[config.mk]
export PLATFORM = sky130hd
export DESIGN_NAME = auth_msg_tx
export DESIGN_NICKNAME = d
export VERILOG_FILES = /design/src/rtl/auth_msg_tx.sv
export SDC_FILE = /design/constraint.sdc
export NUM_CORES = 1
export LEC_CHECK = 0
export ABC_AREA = 1
export CAP_MARGIN = 20
export CORE_UTILIZATION = 45
export DETAILED_ROUTE_END_ITERATION = 10
export GPL_ROUTABILITY_DRIVEN = 0
export GPL_TIMING_DRIVEN = 0
export PLACE_DENSITY = 0.75
export SYNTH_ARGS = -nofsm -noshare
export SYNTH_HDL_FRONTEND = slang
export SYNTH_SLANG_ARGS = --single-unit
[constraint.sdc]
create_clock -name clk -period 3.21 [get_ports clk]
set_input_delay 0.4815 -clock clk [delete_from_list [all_inputs] [get_ports clk]]
set_output_delay 0.4815 -clock clk [all_outputs]
set_load 0.005 [all_outputs]
[src/rtl/auth_msg_tx.sv]
// Serialises one captured authentication message onto a byte stream and then
// supervises the responder reply window. Optional counters: AUTH_MSG_TX_STATS_EN.
module auth_msg_tx #(
    parameter int unsigned HDR_BYTES = 4,
    parameter int unsigned PAY_BYTES = 8
) (
    input  logic                   clk,
    input  logic                   reset,
    input  logic                   msg_valid,
    input  logic [HDR_BYTES*8-1:0] header,
    input  logic [PAY_BYTES*8-1:0] payload,
    input  logic [15:0]            wLength,
    input  logic [31:0]            timeout,
    output logic                   msg_ack,
    output logic [7:0]             tx_data,
    output logic                   tx_valid,
    input  logic                   tx_ready,
    output logic                   tx_last,
    input  logic                   rsp_start,
    output logic                   rsp_ok,
    output logic                   timeout_err,
    output logic                   busy
`ifdef AUTH_MSG_TX_STATS_EN
    ,
    output logic [15:0]            msgs_sent,
    output logic [7:0]             timeouts
`endif
);

    localparam int unsigned MsgBytes = HDR_BYTES + PAY_BYTES;
    localparam int unsigned MsgW     = MsgBytes * 8;
    localparam int unsigned IdxW     = $clog2(MsgBytes + 1);

    typedef enum logic [1:0] {StIdle, StSend, StWaitRsp} state_e;

    state_e            state_q, state_d;
    logic [MsgW-1:0]   msg_q, msg_d;
    logic [IdxW-1:0]   idx_q, idx_d;
    logic [IdxW-1:0]   len_q, len_d;
    logic [31:0]       tmo_q, tmo_d;
    logic [31:0]       cnt_q, cnt_d;
    logic              tx_valid_q, tx_valid_d;
    logic              tx_last_q, tx_last_d;
    logic              msg_ack_q, msg_ack_d;
    logic              rsp_ok_q, rsp_ok_d;
    logic              timeout_err_q, timeout_err_d;
    logic              busy_q, busy_d;
    logic [15:0]       pay_len;
    logic [IdxW-1:0]   cap_len;

    assign pay_len = (wLength > 16'(PAY_BYTES)) ? 16'(PAY_BYTES) : wLength;
    assign cap_len = IdxW'(HDR_BYTES) + IdxW'(pay_len);

    always_comb begin
        state_d       = state_q;
        msg_d         = msg_q;
        idx_d         = idx_q;
        len_d         = len_q;
        tmo_d         = tmo_q;
        cnt_d         = cnt_q;
        tx_valid_d    = tx_valid_q;
        tx_last_d     = tx_last_q;
        busy_d        = busy_q;
        msg_ack_d     = 1'b0;
        rsp_ok_d      = 1'b0;
        timeout_err_d = 1'b0;
        unique case (state_q)
            StIdle: begin
                if (msg_valid) begin
                    msg_d      = {payload, header};
                    tmo_d      = timeout;
                    len_d      = cap_len;
                    idx_d      = '0;
                    tx_valid_d = 1'b1;
                    tx_last_d  = (cap_len == IdxW'(1));
                    busy_d     = 1'b1;
                    state_d    = StSend;
                end
            end
            StSend: begin
                if (tx_valid_q) begin
                    if (tx_ready) begin
                        // The current byte always sits in msg_q[7:0].
                        msg_d = msg_q >> 8;
                        idx_d = idx_q + IdxW'(1);
                        if (tx_last_q) begin
                            tx_valid_d = 1'b0;
                            tx_last_d  = 1'b0;
                            msg_ack_d  = 1'b1;
                        end else begin
                            tx_last_d = ((idx_q + IdxW'(1)) == (len_q - IdxW'(1)));
                        end
                    end
                end else begin
                    // msg_ack cycle: leave SEND afterwards.
                    if (tmo_q == 32'd0) begin
                        busy_d  = 1'b0;
                        state_d = StIdle;
                    end else begin
                        cnt_d   = '0;
                        state_d = StWaitRsp;
                    end
                end
            end
            StWaitRsp: begin
                cnt_d = cnt_q + 32'd1;
                if (rsp_start) begin
                    rsp_ok_d = 1'b1;
                    busy_d   = 1'b0;
                    state_d  = StIdle;
                end else if (cnt_q == tmo_q - 32'd1) begin
                    timeout_err_d = 1'b1;
                    busy_d        = 1'b0;
                    state_d       = StIdle;
                end
            end
            default: begin
                busy_d  = 1'b0;
                state_d = StIdle;
            end
        endcase
    end

    always_ff @(posedge clk) begin
        if (reset) begin
            state_q       <= StIdle;
            msg_q         <= '0;
            idx_q         <= '0;
            len_q         <= '0;
            tmo_q         <= '0;
            cnt_q         <= '0;
            tx_valid_q    <= 1'b0;
            tx_last_q     <= 1'b0;
            msg_ack_q     <= 1'b0;
            rsp_ok_q      <= 1'b0;
            timeout_err_q <= 1'b0;
            busy_q        <= 1'b0;
        end else begin
            state_q       <= state_d;
            msg_q         <= msg_d;
            idx_q         <= idx_d;
            len_q         <= len_d;
            tmo_q         <= tmo_d;
            cnt_q         <= cnt_d;
            tx_valid_q    <= tx_valid_d;
            tx_last_q     <= tx_last_d;
            msg_ack_q     <= msg_ack_d;
            rsp_ok_q      <= rsp_ok_d;
            timeout_err_q <= timeout_err_d;
            busy_q        <= busy_d;
        end
    end

    assign msg_ack     = msg_ack_q;
    assign tx_data     = msg_q[7:0];
    assign tx_valid    = tx_valid_q;
    assign tx_last     = tx_last_q;
    assign rsp_ok      = rsp_ok_q;
    assign timeout_err = timeout_err_q;
    assign busy        = busy_q;

`ifdef AUTH_MSG_TX_STATS_EN
    logic [15:0] msgs_sent_q, msgs_sent_d;
    logic [7:0]  timeouts_q, timeouts_d;

    always_comb begin
        msgs_sent_d = msgs_sent_q + (msg_ack_d ? 16'd1 : 16'd0);
        timeouts_d  = timeouts_q;
        if (timeout_err_d && (timeouts_q != 8'hFF)) begin
            timeouts_d = timeouts_q + 8'd1;
        end
    end

    always_ff @(posedge clk) begin
        if (reset) begin
            msgs_sent_q <= '0;
            timeouts_q  <= '0;
        end else begin
            msgs_sent_q <= msgs_sent_d;
            timeouts_q  <= timeouts_d;
        end
    end

    assign msgs_sent = msgs_sent_q;
    assign timeouts  = timeouts_q;
`endif

endmodule

==> summary.txt <==
Status
  • Outcome: completed

STA
  • Highest achievable clock rate: between 300 and 400 MHz
  • Crit path time final: 2.50 ns
  • Setup repair after global routing missed its margin: false
  • Worst slew margin relative to its limit: a little under 50%
  • Setup clock skew after layout: 0.0127 ns
  • Tightest Pin Transition: roughly 0.76 ns
  • Post-Route Setup TNS: 0 ns
  • Final count of pins violating max slew: 0
  • Final worst-path cycle share: 78.0%
  • Final number of setup-violating endpoints: 0
  • Number of endpoints with negative hold slack in the final report: 0

Finish
  • Filler cell count: 1912
  • Layout net count: around 1700
  • Syn-to-layout area delta: 27.0%
  • Final Instance Count excl. Fillers: about 1900
  • Final core utilization: 58.8%
  • Share of post-route cells with drive strength above 1: 6.42%

Synthesis
  • Count of flip-flops with a built-in enable after synthesis: 0
  • Compound-gate portion of the synthesized area: 17.9%
  • Net count after synthesis: 1551
  • Post-synthesis async set-or-reset flop share: 0%
  • Simple-gate share of the synthesized area: 30.9%
  • Post-synthesis xor/xnor area fraction: 5.11%
  • Most repeated cell in the gate-level netlist after synthesis: sky130_fd_sc_hd__nand2_1
  • Adder and majority gate portion of the synthesized area: 0.797%
  • Post-synthesis sequential area ratio: 37.4%
  • Post-synth design cell area: 0.00942 sq mm
  • Commonest cells in the synthesized netlist: 375 x sky130_fd_sc_hd__nand2_1, 176 x sky130_fd_sc_hd__dfxtp_1, 137 x sky130_fd_sc_hd__o21ai_0, 134 x sky130_fd_sc_hd__nor2_1, 95 x sky130_fd_sc_hd__inv_1
  • Average cell area after synthesis: ~6.7 sq um
  • Number of different library cells in the post-synthesis netlist: 44
  • Most area-hungry cell type in the Yosys netlist: sky130_fd_sc_hd__dfxtp_1
  • Share of synthesized area spent on multiplexers: 0%
  • Primary FF master, synth: sky130_fd_sc_hd__dfxtp_1
  • Cell types with the largest area share after synthesis: sky130_fd_sc_hd__dfxtp_1 37%, sky130_fd_sc_hd__nand2_1 15%, sky130_fd_sc_hd__o21ai_0 7.3%
  • Syn. warnings: 0
  • Combinational family with the most area after synthesis: simple AND/OR/NAND/NOR gates
  • Cell count after synthesis: 1396
  • Area share of the largest cell type after synthesis: 37.4%
  • Count of state elements after synthesis: 176

Clocking
  • Total clock buffers created by CTS: 17
  • Number of cells upsized or downsized after cts: 0
  • Worst-path clk slew: 0.08 ns
  • Clock Sink Count: 176
  • Post-CTS setup repair buffer count: 0
  • Clock network latency to the later pin of the worst-skew pair: ~0.45 ns
  • Maximum buffer depth of the clock tree: 2
  • Clock Root Buffer: sky130_fd_sc_hd__clkbuf_16
  • H-tree lvl count: 4
  • TritonCTS clock tree: built
  • Hold bufs inserted after CTS: 0

Global routing
  • Via count of the first global-routing pass: between 9000 and 10000
  • Global-route wire length before repair: 44900 um
  • Overall fraction of global-route tracks in use: 25.9%
  • Global route overflow: 0
  • Pin count of the biggest net entering global routing: 20
  • Initial antenna violation count: 1

Worst setup path
  • Cell breakdown of the critical path: inv_1 > ha_1 > nand2_2 > nor2_8 > nand2_4 > nand2_1 > nand2_1 > nor3_1 > o2111ai_1 > nor3_1 > nand2_1 > nor3_1
  • Startpoint of the worst-slack reg-to-reg timing path: tmo_q[0]
  • CP endpoint kind: register
  • Flop-to-flop setup slack: 0.71 ns
  • Type of the worst setup path: reg2reg
  • End point of the critical path: timeout_err
  • Kind of launch point of the worst setup path: register
  • Required time worst endpoint: 3.54 ns
  • Timing startpoint of the critical path: tmo_q[0]
  • Highest cell delay on the worst timing path: 0.35 ns
  • Highest fanout seen on the critical path: 6
  • Endpoint of the worst-slack reg-to-reg timing path: timeout_err
  • Number of cells on the worst reg-to-reg path: 12
  • Slowest-stage cell, CP: sky130_fd_sc_hd__nor3_1
  • Worst endpoint data arrival time: between 2 and 3 ns

Floorplanning
  • Die Y: 147 um
  • Initial Util: 46.3%
  • Total die area: approximately 0.022 sq mm
  • Placement Rows: 52
  • Num ports: 163
  • Horizontal extent of the die: roughly 150 um
  • Core outline area: 0.0204 sq mm

Routing
  • Iteration-0 DRC Markers: 868
  • Vias after detailed routing: 9957
  • Wire length after detailed routing: between 20000 and 30000 um
  • First-pass iteration count of the detailed router: 6
  • Via density: 5.35
  • Wire length per cell after detailed routing: 14.9 um
  • Post-route ant nets: 0
  • Drt drc: 0

Placed design
  • Placed instance count: 1827
  • DP HPWL: 21500 um
  • Count of buffers inserted at the top-level ports: 161

Job
  • # Max-Cap Violations: 0

Hold path
  • Hold path startpoint: msg_q[93]
  • Hold/Removal Path Class: reg2reg

Power and ir drop
  • Total Power Consumption: roughly 5.9 mW
  • Static Leakage: 4.67 nW
  • IR drop worst, VDD: 0.375 mV
  • P per Cell Area: 491 mW/mm^2
-- where the power goes --
part / total [mW] / switching, mW / internal [mW]
Clock: 2.08 / 1.03 / 1.05
Sequential: 2.52 / 0.136 / 2.38
Combinational: 1.28 / 0.742 / 0.536
-- per-layer routing --
layer	track usage [%]	vias to the layer above	share of wire, %
li1	-	4998	-
met5	0	-	0
met3	4.72	71	7.0
met4	10.6	0	3.1
met2	40.2	385	44
met1	35.3	4503	46
-- registers in the layout, indices dropped and copies added, names as in the netlist --
name / flops
msg_q: 96
cnt_q: 32
tmo_q: 32
idx_q: 4
len_q: 4
state_q: 2
busy: 1
msg_ack: 1
rsp_ok: 1
timeout_err: 1
tx_last: 1
tx_valid: 1
-- through the flow --
stage	cell area [sq um]	setup WS, ns	hold slack [ns]
6_report	12000	0.706	0.467
5_1_grt	12000	0.433	0.494
4_1_cts	12000	0.727	0.466
3_5_place_dp	11400	0.393	0.456
3_3_place_gp	11400	0.440	0.450
2_1_floorplan	9420	1.26	0.441
-- area by class of cell --
| type | count | area (sq um) | area share (%) |
|---|---|---|---|
| multi-input cells | 1039 | 5160 | 43.1 |
| flip-flops and latches | 176 | 3520 | 29.4 |
| repair buffers | 161 | 1610 | 13.5 |
| clock buffers | 18 | 429 | 3.59 |
| inverters | 100 | 375 | 3.14 |
| plain buffers | 81 | 360 | 3.01 |
| well taps | 270 | 338 | 2.82 |
| clock inverters | 14 | 165 | 1.38 |
| diodes | 1 | 2.50 | 0.0209 |
-- cells by family (layout without fill, tap and decap cells) --
| group | after synthesis | in the layout |
|---|---|---|
| and+or+nand+nor | 672 | 672 |
| AOI/OAI and AO/OA | 306 | 306 |
| buffers and inverters | 181 | 374 |
| DFF | 176 | 176 |
| xor gates and xnor gates | 55 | 55 |
| adders and majority gates | 6 | 6 |
| other | 0 | 1 |
-- worst max-delay path, delay by kind of cell (launching register included) --
family                     cells  cell delay, ns
and+or+nand+nor                9            1.41
adders and majority gates      1            0.28
AOI/OAI and AO/OA              1            0.21
buffers and inverters          1            0.16
DFF                            1            0.32
-- how the worst min path moves through the flow --
stage,endpoint,slack [ns],cells after the start
2_1_floorplan,msg_q[88],0.44,2
3_5_place_dp,msg_q[88],0.46,2
4_1_cts,msg_q[88],0.47,2
6_report,msg_q[93],0.47,2
5_1_grt,msg_q[93],0.49,2
3_3_place_gp,msg_q[90],0.45,2
-- cells in the final DEF (no fill, tap or decap), drive strengths merged, types with 20 or more instances in the layout --
cell           synthesis  layout
nand2                385     385
dfxtp                176     176
clkdlybuf4s50          0     161
nor2                 150     150
o21ai                141     141
inv                  100     108
a31oi                 88      88
clkbuf                57      75
a21oi                 62      62
nand3                 57      57
xor2                  38      38
nor3                  30      30
buf                   24      24
nand4                 20      20
No activity file was read; power rests on OpenSTA's default activity.
